### config.mk
export PLATFORM = sky130hd
export DESIGN_NAME = aes_ctr_round_sched
export DESIGN_NICKNAME = d
export VERILOG_FILES = /design/src/rtl/aes_ctr_round_sched.sv
export SDC_FILE = /design/constraint.sdc
export NUM_CORES = 1
export LEC_CHECK = 0
export ABC_AREA = 1
export CAP_MARGIN = 40
export CORE_AREA = 2 2 150 152
export DETAILED_ROUTE_END_ITERATION = 12
export DIE_AREA = 0 0 152 154
export DONT_BUFFER_PORTS = 1
export GPL_TIMING_DRIVEN = 0
export PLACE_DENSITY_LB_ADDON = 0.08
export SETUP_SLACK_MARGIN = 0.05
export SLEW_MARGIN = 5
export SYNTH_ARGS = -nofsm -noshare
export SYNTH_HDL_FRONTEND = slang
export SYNTH_SLANG_ARGS = --single-unit
### constraint.sdc
create_clock -name clk -period 7.8 [get_ports clk]
set_input_delay 1.56 -clock clk [delete_from_list [all_inputs] [get_ports clk]]
set_output_delay 1.56 -clock clk [all_outputs]
set_load 0.02 [all_outputs]
### src/rtl/aes_ctr_round_sched.sv
// Batch sequencer for a bitsliced AES-CTR datapath. It splits a CTR job into
// batches of up to LANES counter blocks and steps each batch through load, NR rounds and output.
module aes_ctr_round_sched #(
   parameter int NR    = 10,
   parameter int LANES = 4
) (
   input  logic                 clk,
   input  logic                 reset,
   input  logic                 key_ready,
   input  logic                 cfg_valid,
   output logic                 cfg_ready,
   input  logic [95:0]          cfg_nonce,
   input  logic [31:0]          cfg_ctr,
   input  logic [15:0]          cfg_nblocks,
   output logic                 dp_load,
   output logic [95:0]          dp_nonce,
   output logic [32*LANES-1:0]  dp_ctr,
   output logic                 dp_round_en,
   output logic [3:0]           dp_round_idx,
   output logic                 dp_last,
   output logic                 out_valid,
   input  logic                 out_ready,
   output logic [2:0]           out_lanes,
   output logic                 out_last,
   output logic                 busy,
   output logic                 done
);

   typedef enum logic [1:0] {IDLE, LOAD, ROUND, OUTPUT} state_t;

   state_t       state_reg, state_next;
   logic [31:0]  ctr_reg, ctr_next;
   logic [15:0]  remaining_reg, remaining_next;
   logic [95:0]  nonce_reg, nonce_next;
   logic [3:0]   rnd_reg, rnd_next;
   logic         done_reg, done_next;

   logic [2:0]   batch_lanes;
   logic         batch_last;

   assign batch_last  = (remaining_reg <= 16'(LANES));
   assign batch_lanes = batch_last ? remaining_reg[2:0] : 3'(LANES);

   always_ff @(posedge clk or posedge reset) begin
      if (reset) begin
         state_reg     <= IDLE;
         ctr_reg       <= '0;
         remaining_reg <= '0;
         nonce_reg     <= '0;
         rnd_reg       <= '0;
         done_reg      <= 1'b0;
      end else begin
         state_reg     <= state_next;
         ctr_reg       <= ctr_next;
         remaining_reg <= remaining_next;
         nonce_reg     <= nonce_next;
         rnd_reg       <= rnd_next;
         done_reg      <= done_next;
      end
   end

   always_comb begin
      state_next     = state_reg;
      ctr_next       = ctr_reg;
      remaining_next = remaining_reg;
      nonce_next     = nonce_reg;
      rnd_next       = rnd_reg;
      done_next      = 1'b0;
      case (state_reg)
         IDLE: begin
            if (cfg_valid && key_ready) begin
               // An empty job completes without touching the datapath.
               if (cfg_nblocks == 16'd0) begin
                  done_next = 1'b1;
               end else begin
                  nonce_next     = cfg_nonce;
                  ctr_next       = cfg_ctr;
                  remaining_next = cfg_nblocks;
                  state_next     = LOAD;
               end
            end
         end
         LOAD: begin
            rnd_next   = 4'd1;
            state_next = ROUND;
         end
         ROUND: begin
            if (rnd_reg == 4'(NR)) state_next = OUTPUT;
            else                   rnd_next   = rnd_reg + 4'd1;
         end
         OUTPUT: begin
            if (out_ready) begin
               ctr_next       = ctr_reg + 32'(batch_lanes);
               remaining_next = remaining_reg - 16'(batch_lanes);
               if (batch_last) begin
                  state_next = IDLE;
                  done_next  = 1'b1;
               end else begin
                  state_next = LOAD;
               end
            end
         end
         default: state_next = IDLE;
      endcase
   end

   // Only cfg_ready sees an input combinationally; everything else decodes registers.
   assign cfg_ready    = (state_reg == IDLE) && key_ready;
   assign busy         = (state_reg != IDLE);
   assign done         = done_reg;
   assign dp_load      = (state_reg == LOAD);
   assign dp_round_en  = (state_reg == ROUND);
   assign dp_round_idx = (state_reg == ROUND) ? rnd_reg : 4'd0;
   assign dp_last      = (state_reg == ROUND) && (rnd_reg == 4'(NR));
   assign dp_nonce     = nonce_reg;
   assign out_valid    = (state_reg == OUTPUT);
   assign out_lanes    = (state_reg == OUTPUT) ? batch_lanes : 3'd0;
   assign out_last     = (state_reg == OUTPUT) && batch_last;

   // Unused lanes still carry cur_ctr+i; the consumer masks them with out_lanes.
   generate
      for (genvar gi = 0; gi < LANES; gi++) begin : g_lane
         assign dp_ctr[32*gi +: 32] = (state_reg == IDLE) ? 32'd0 : ctr_reg + 32'(gi);
      end
   endgenerate

endmodule

## Word level (Yosys, flattened, before mapping)

Cells that the tools add are included.

- Equality and inequality tests: 9
- Divide/modulo/power cells: 0
- Muxes and demuxes: 28
- $add $sub $neg: 6
- Multipliers: 0
- Reduce and logical (&&, ||, !) cells: 13
- Bitwise operators: 1
- Shift operators: 0
- Magnitude comparators: 1

Operator list:

| operator | count |
|---|---|
| 2-to-1 mux 32 bit | 7 |
| adder 32 x 2 -> 32 bit (second input constant) | 2 |
| case mux 32 bit (2 select lines) | 1 |
| 2-to-1 mux 16 bit | 3 |
| adder 32 x 1 -> 32 bit (second input constant) | 1 |
| adder 32 x 3 -> 32 bit | 1 |
| case mux 16 bit (2 select lines) | 1 |
| less-or-equal comparator 16 x 3 -> 1 bit (second input constant) | 1 |
| logical NOT 16 bit | 1 |
| subtractor 16 x 3 -> 16 bit | 1 |
| 2-to-1 mux 2 bit | 4 |
| 2-to-1 mux 4 bit | 2 |
| case mux 2 bit (4 select lines) | 1 |
| case mux 4 bit (2 select lines) | 1 |
| AND reduction 4 bit | 2 |
| 2-to-1 mux 3 bit | 2 |
| != test 2 bit (second input constant) | 3 |
| nonzero test 2 bit | 3 |
| 2-to-1 mux 1 bit | 5 |
| adder 4 x 1 -> 4 bit (second input constant) | 1 |
| == test 2 bit (second input constant) | 2 |
| == test 4 bit (second input constant) | 1 |
| logical AND 1 bit | 4 |
| != test 2 x 1 -> 1 bit (second input constant) | 2 |
| 6 further kinds | 6 |

- Bits in read-only memories: 0
- Output and inout bits: 239
- Word-level logic and storage cells: 64
- Input bits: 149
- Memories: 0
- Latch bits: 0
- Register bits after elaboration: 151
- Bits in writable memories: 0

## Depth between registers and ports, before layout

- Depth after elaboration: 5
- Depth in mapped cells: 20
- Gate-level depth less buffers: 20

## Least setup slack after synthesis

Ideal clock, no wire load.

- Path kind: register to output
- Start point: register ctr_reg[0]
- End point: output dp_ctr[120]
- Required time: 6.240 ns
- Cell stages (with the launch flop): 12
- Slack: 4.266 ns
- Data arrival time: 1.974 ns
- Buffers on the path: 0
- Cell sequence: dfrtp_1 > inv_1 > ha_1 > nor2_2 > inv_2 > nor2_2 > inv_2 > nor2_4 > inv_2 > nor2_2 > nand2_1 > a211oi_1

- Longest elaborated chain between the ends: 2

RTL lines:

| item | line | source |
|---|---|---|
| start: declaration | 32 | `logic [31:0] ctr_reg, ctr_next;` |
| start signal: assignment | 54 | `ctr_reg <= ctr_next;` |
| adder 32 x 2 -> 32 bit | 123 | `assign dp_ctr[32*gi +: 32] = (state_reg == IDLE) ? 32'd0 : ctr_reg + 32'(gi);` |
| 2-to-1 mux 32 bit | 123 |  |
| end: declaration | 17 | `output logic [32*LANES-1:0] dp_ctr,` |

No other way between the ends.

## Worst setup path after layout

- Start point: register state_reg[0]
- End point: output dp_ctr[116]

- Longest elaborated chain between the ends: 2

RTL lines:

| item | line | source |
|---|---|---|
| start: declaration | 31 | `state_t state_reg, state_next;` |
| start signal: assignment | 53 | `state_reg <= state_next;` |
| logical NOT 2 bit | 123 |  |
| 2-to-1 mux 32 bit | 123 |  |

No other way between the ends.

==> metrics.csv <==
stage,metric,value,unit
sta,fmax,220.4,MHz
yosys,synthCells,1196,
yosys,yosysSeqAreaShare,38.94,%
final_layout,final_cell_mix,"nand2_1 (156), dfrtp_1 (151), nor2_1 (137)",
yosys,yosysUniqueCellTypes,46,
critical_path,cp-end-kind,output port,
clock_network,cts_root_buffer,clkbuf_16,
grt,grt-ovfl-total,0,
die,num_rows,54,
yosys,synth-main-ff-cell,dfrtp_1,
critical_path,worstPathMaxFanout,10,
clock_network,path_clk_slew,0.07,ns
grt,grt_pass1_wl,51670,um
route,via_per_inst,5.802,
route,wl_met1,14170,um
grt,antenna_found_initial,3,
yosys,synth_edf_count,0,
critical_path,worstSetupPathType,flop to output port,
placed_design,gp_congestion,0.8801,
yosys,syn_area_per_cell,8.113,sq um
placed_design,place_ws,3.763,ns
placed_design,dpl.hpwl,26510,um
clock_network,cts_sinks,151,
final_layout,final_util,49.38,%
yosys,synth_area,9703,sq um
grt,grtUsageTotal,28.92,%
yosys,synth_nets,1360,
route,met2_wirelength,16510,um
clock_network,cts_tree,yes,
route,wl_met3,3459,um
final_layout,layout-drive-gt1-share,21.33,%
grt,grt_max_degree,78,
clock_network,clock_latency,0.43,ns
final_layout,largest_reg_flops,96,
worst_hold_path,min_path_type,flop to flop,
clock_network,cts_max_path_buffers,2,
grt,grt_pass1_vias,8335,
clock_network,cts_buffers,17,
critical_path,crit_path_start_kind,flop,
sta,setup-tns-final,0,ns
yosys,yosys_register_bits,151,
sta,fin_skew,0.02059,ns
power_and_ir_drop,vdd_drop_max,0.0002049,V
route,drt-total-wl,34950,um
route,dr.pass1.iters,6,
critical_path,crit_arrival,2.98,ns
run,max-cap-violations,0,
sta,setup_viol,0,
placed_design,dp_cells,1481,
die,io_pins,388,
route,vias,8790,
sta,period_share,58.16,%
clock_network,cts-resized-gates,0,
final_layout,fin_nets,1384,
die,fp.dieArea,23410,sq um
sta,finalHoldViolCount,0,
status,outcome,finished clean,
final_layout,nFillCells,2178,
power_and_ir_drop,leakagePower,4.688,nW
placed_design,io_buffer_count,0,
sta,grt_setup_unrepaired,no,
route,dr.first_iter.drc_count,813,
final_layout,stdcell_count,1515,
route,drc_errors,0,
sta,finalWorstSetupSlack,3.263,ns
yosys,ys_async_sr_fraction,100.0,%
power_and_ir_drop,pwr_density_cell,536.5,nW/um^2
sta,timing.final.crit_period,4.537,ns
die,start_util,44.74,%
clock_network,htree_num_levels,4,
route,wl_per_cell,23.07,um
clock_network,cts_setup_buffers,0,
sta,slew_viol_final,0,
final_layout,area_delta_synth_final,10.38,%
yosys,ys_warn_count,0,
die,dieWidth,152,um
route,drt.antenna.violating_nets,0,
route,maxUsedRoutingLayer,met5,
critical_path,required,6.24,ns
sta,slew_headroom,33.56,%
die,die_y,154,um
die,coreArea,21690,sq um
clock_network,hold_buffers,0,
sta,max_slew.worst_pin.slew,0.9890,ns
final_layout,final_common_cell,nand2_1,
critical path, stage by stage (launching register included):
cell,delay [ns]
dfrtp_1,0.39
inv_1,0.09
ha_1,0.19
buf_2,0.20
inv_1,0.19
clkbuf_1,0.70
o21ai_0,0.21
a21oi_1,0.57
report_power, final:
group / switching (mW) / internal [mW] / leakage [nW]
Clock: 0.411 / 0.434 / 0.285
Sequential: 0.669 / 1.18 / 1.82
Combinational: 2.25 / 0.807 / 2.59
Total: 3.33 / 2.42 / 4.69
logic make-up (layout without fill, tap and decap cells):
| family | after synthesis | in the layout | share of synthesized area [%] |
|---|---|---|---|
| buf+inv | 192 | 229 | 8.137 |
| simple gates | 477 | 477 | 24.31 |
| flops | 151 | 151 | 38.94 |
| mux | 96 | 96 | 11.14 |
| compound gates | 242 | 242 | 13.44 |
| other cells | 1 | 3 | 0.03865 |
| fa+ha+maj | 15 | 15 | 2.012 |
| xor+xnor | 22 | 22 | 1.986 |
cell type report:
cell class	count	area (sq um)	area share, %
plain buffers	55	271.5	2.535
multi-input cells	853	5135	47.94
well taps	280	350.3	3.271
inverters	137	525.5	4.907
repair buffers	5	47.55	0.4439
flip-flops and latches	151	3779	35.28
diodes	2	5.005	0.04673
clock buffers	17	425.4	3.972
clock inverters	15	171.4	1.600
through the flow:
| stage | hold WS [ns] | cell area, sq um | power, mW |
|---|---|---|---|
| global placement | 0.5134 | 10050 | 4.835 |
| CTS | 0.5390 | 10710 | 5.738 |
| global route | 0.5990 | 10710 | 6.069 |
| finish | 0.5426 | 10710 | 5.746 |
| floorplan | 0.4805 | 9703 | 4.058 |
| detailed placement | 0.5228 | 10110 | 4.879 |
per-layer routing:
| layer | GRT usage (%) | up-vias |
|---|---|---|
| met3 | 8.061 | 43 |
| met5 | 0 | - |
| li1 | - | 4047 |
| met4 | 8.456 | 4 |
| met1 | 38.28 | 4242 |
| met2 | 46.50 | 454 |
cells in the mapped netlist (all sizes together), types with 2 or more instances:
cell type / number / share of area, %
nand2: 172 / 7.4
inv: 136 / 5.3
a22oi: 10 / 0.77
dfrtp: 151 / 39
o22ai: 15 / 0.97
o21ai: 95 / 4.9
nor2: 173 / 8.4
nand4: 10 / 1.0
nor3: 63 / 4.2
or2: 2 / 0.13
o21a: 4 / 0.31
xnor2: 2 / 0.18
a21oi: 101 / 5.3
xor2: 20 / 1.8
ha: 14 / 1.8
buf: 36 / 2.1
nand3: 52 / 2.8
clkbuf: 19 / 0.74
mux2: 96 / 11
a31oi: 10 / 0.64
nand3b: 2 / 0.15
o211ai: 3 / 0.23
nor4: 3 / 0.19
path summary, 6_finish.rpt:
check	start	to	slack, ns	cells past startpoint
worst min register to register	ctr_reg[18]	ctr_reg[18]	0.54	2
worst max register to register	remaining_reg[5]	ctr_reg[26]	4.30	20
min in group asynchronous	reset	dp_nonce[48]	1.02	1
max in group asynchronous	reset	ctr_reg[23]	5.95	2
worst max-delay path	state_reg[0]	dp_ctr[116]	3.26	7
worst min-delay path	ctr_reg[18]	ctr_reg[18]	0.54	2
Note: power is estimated with default switching activity, not from simulation.
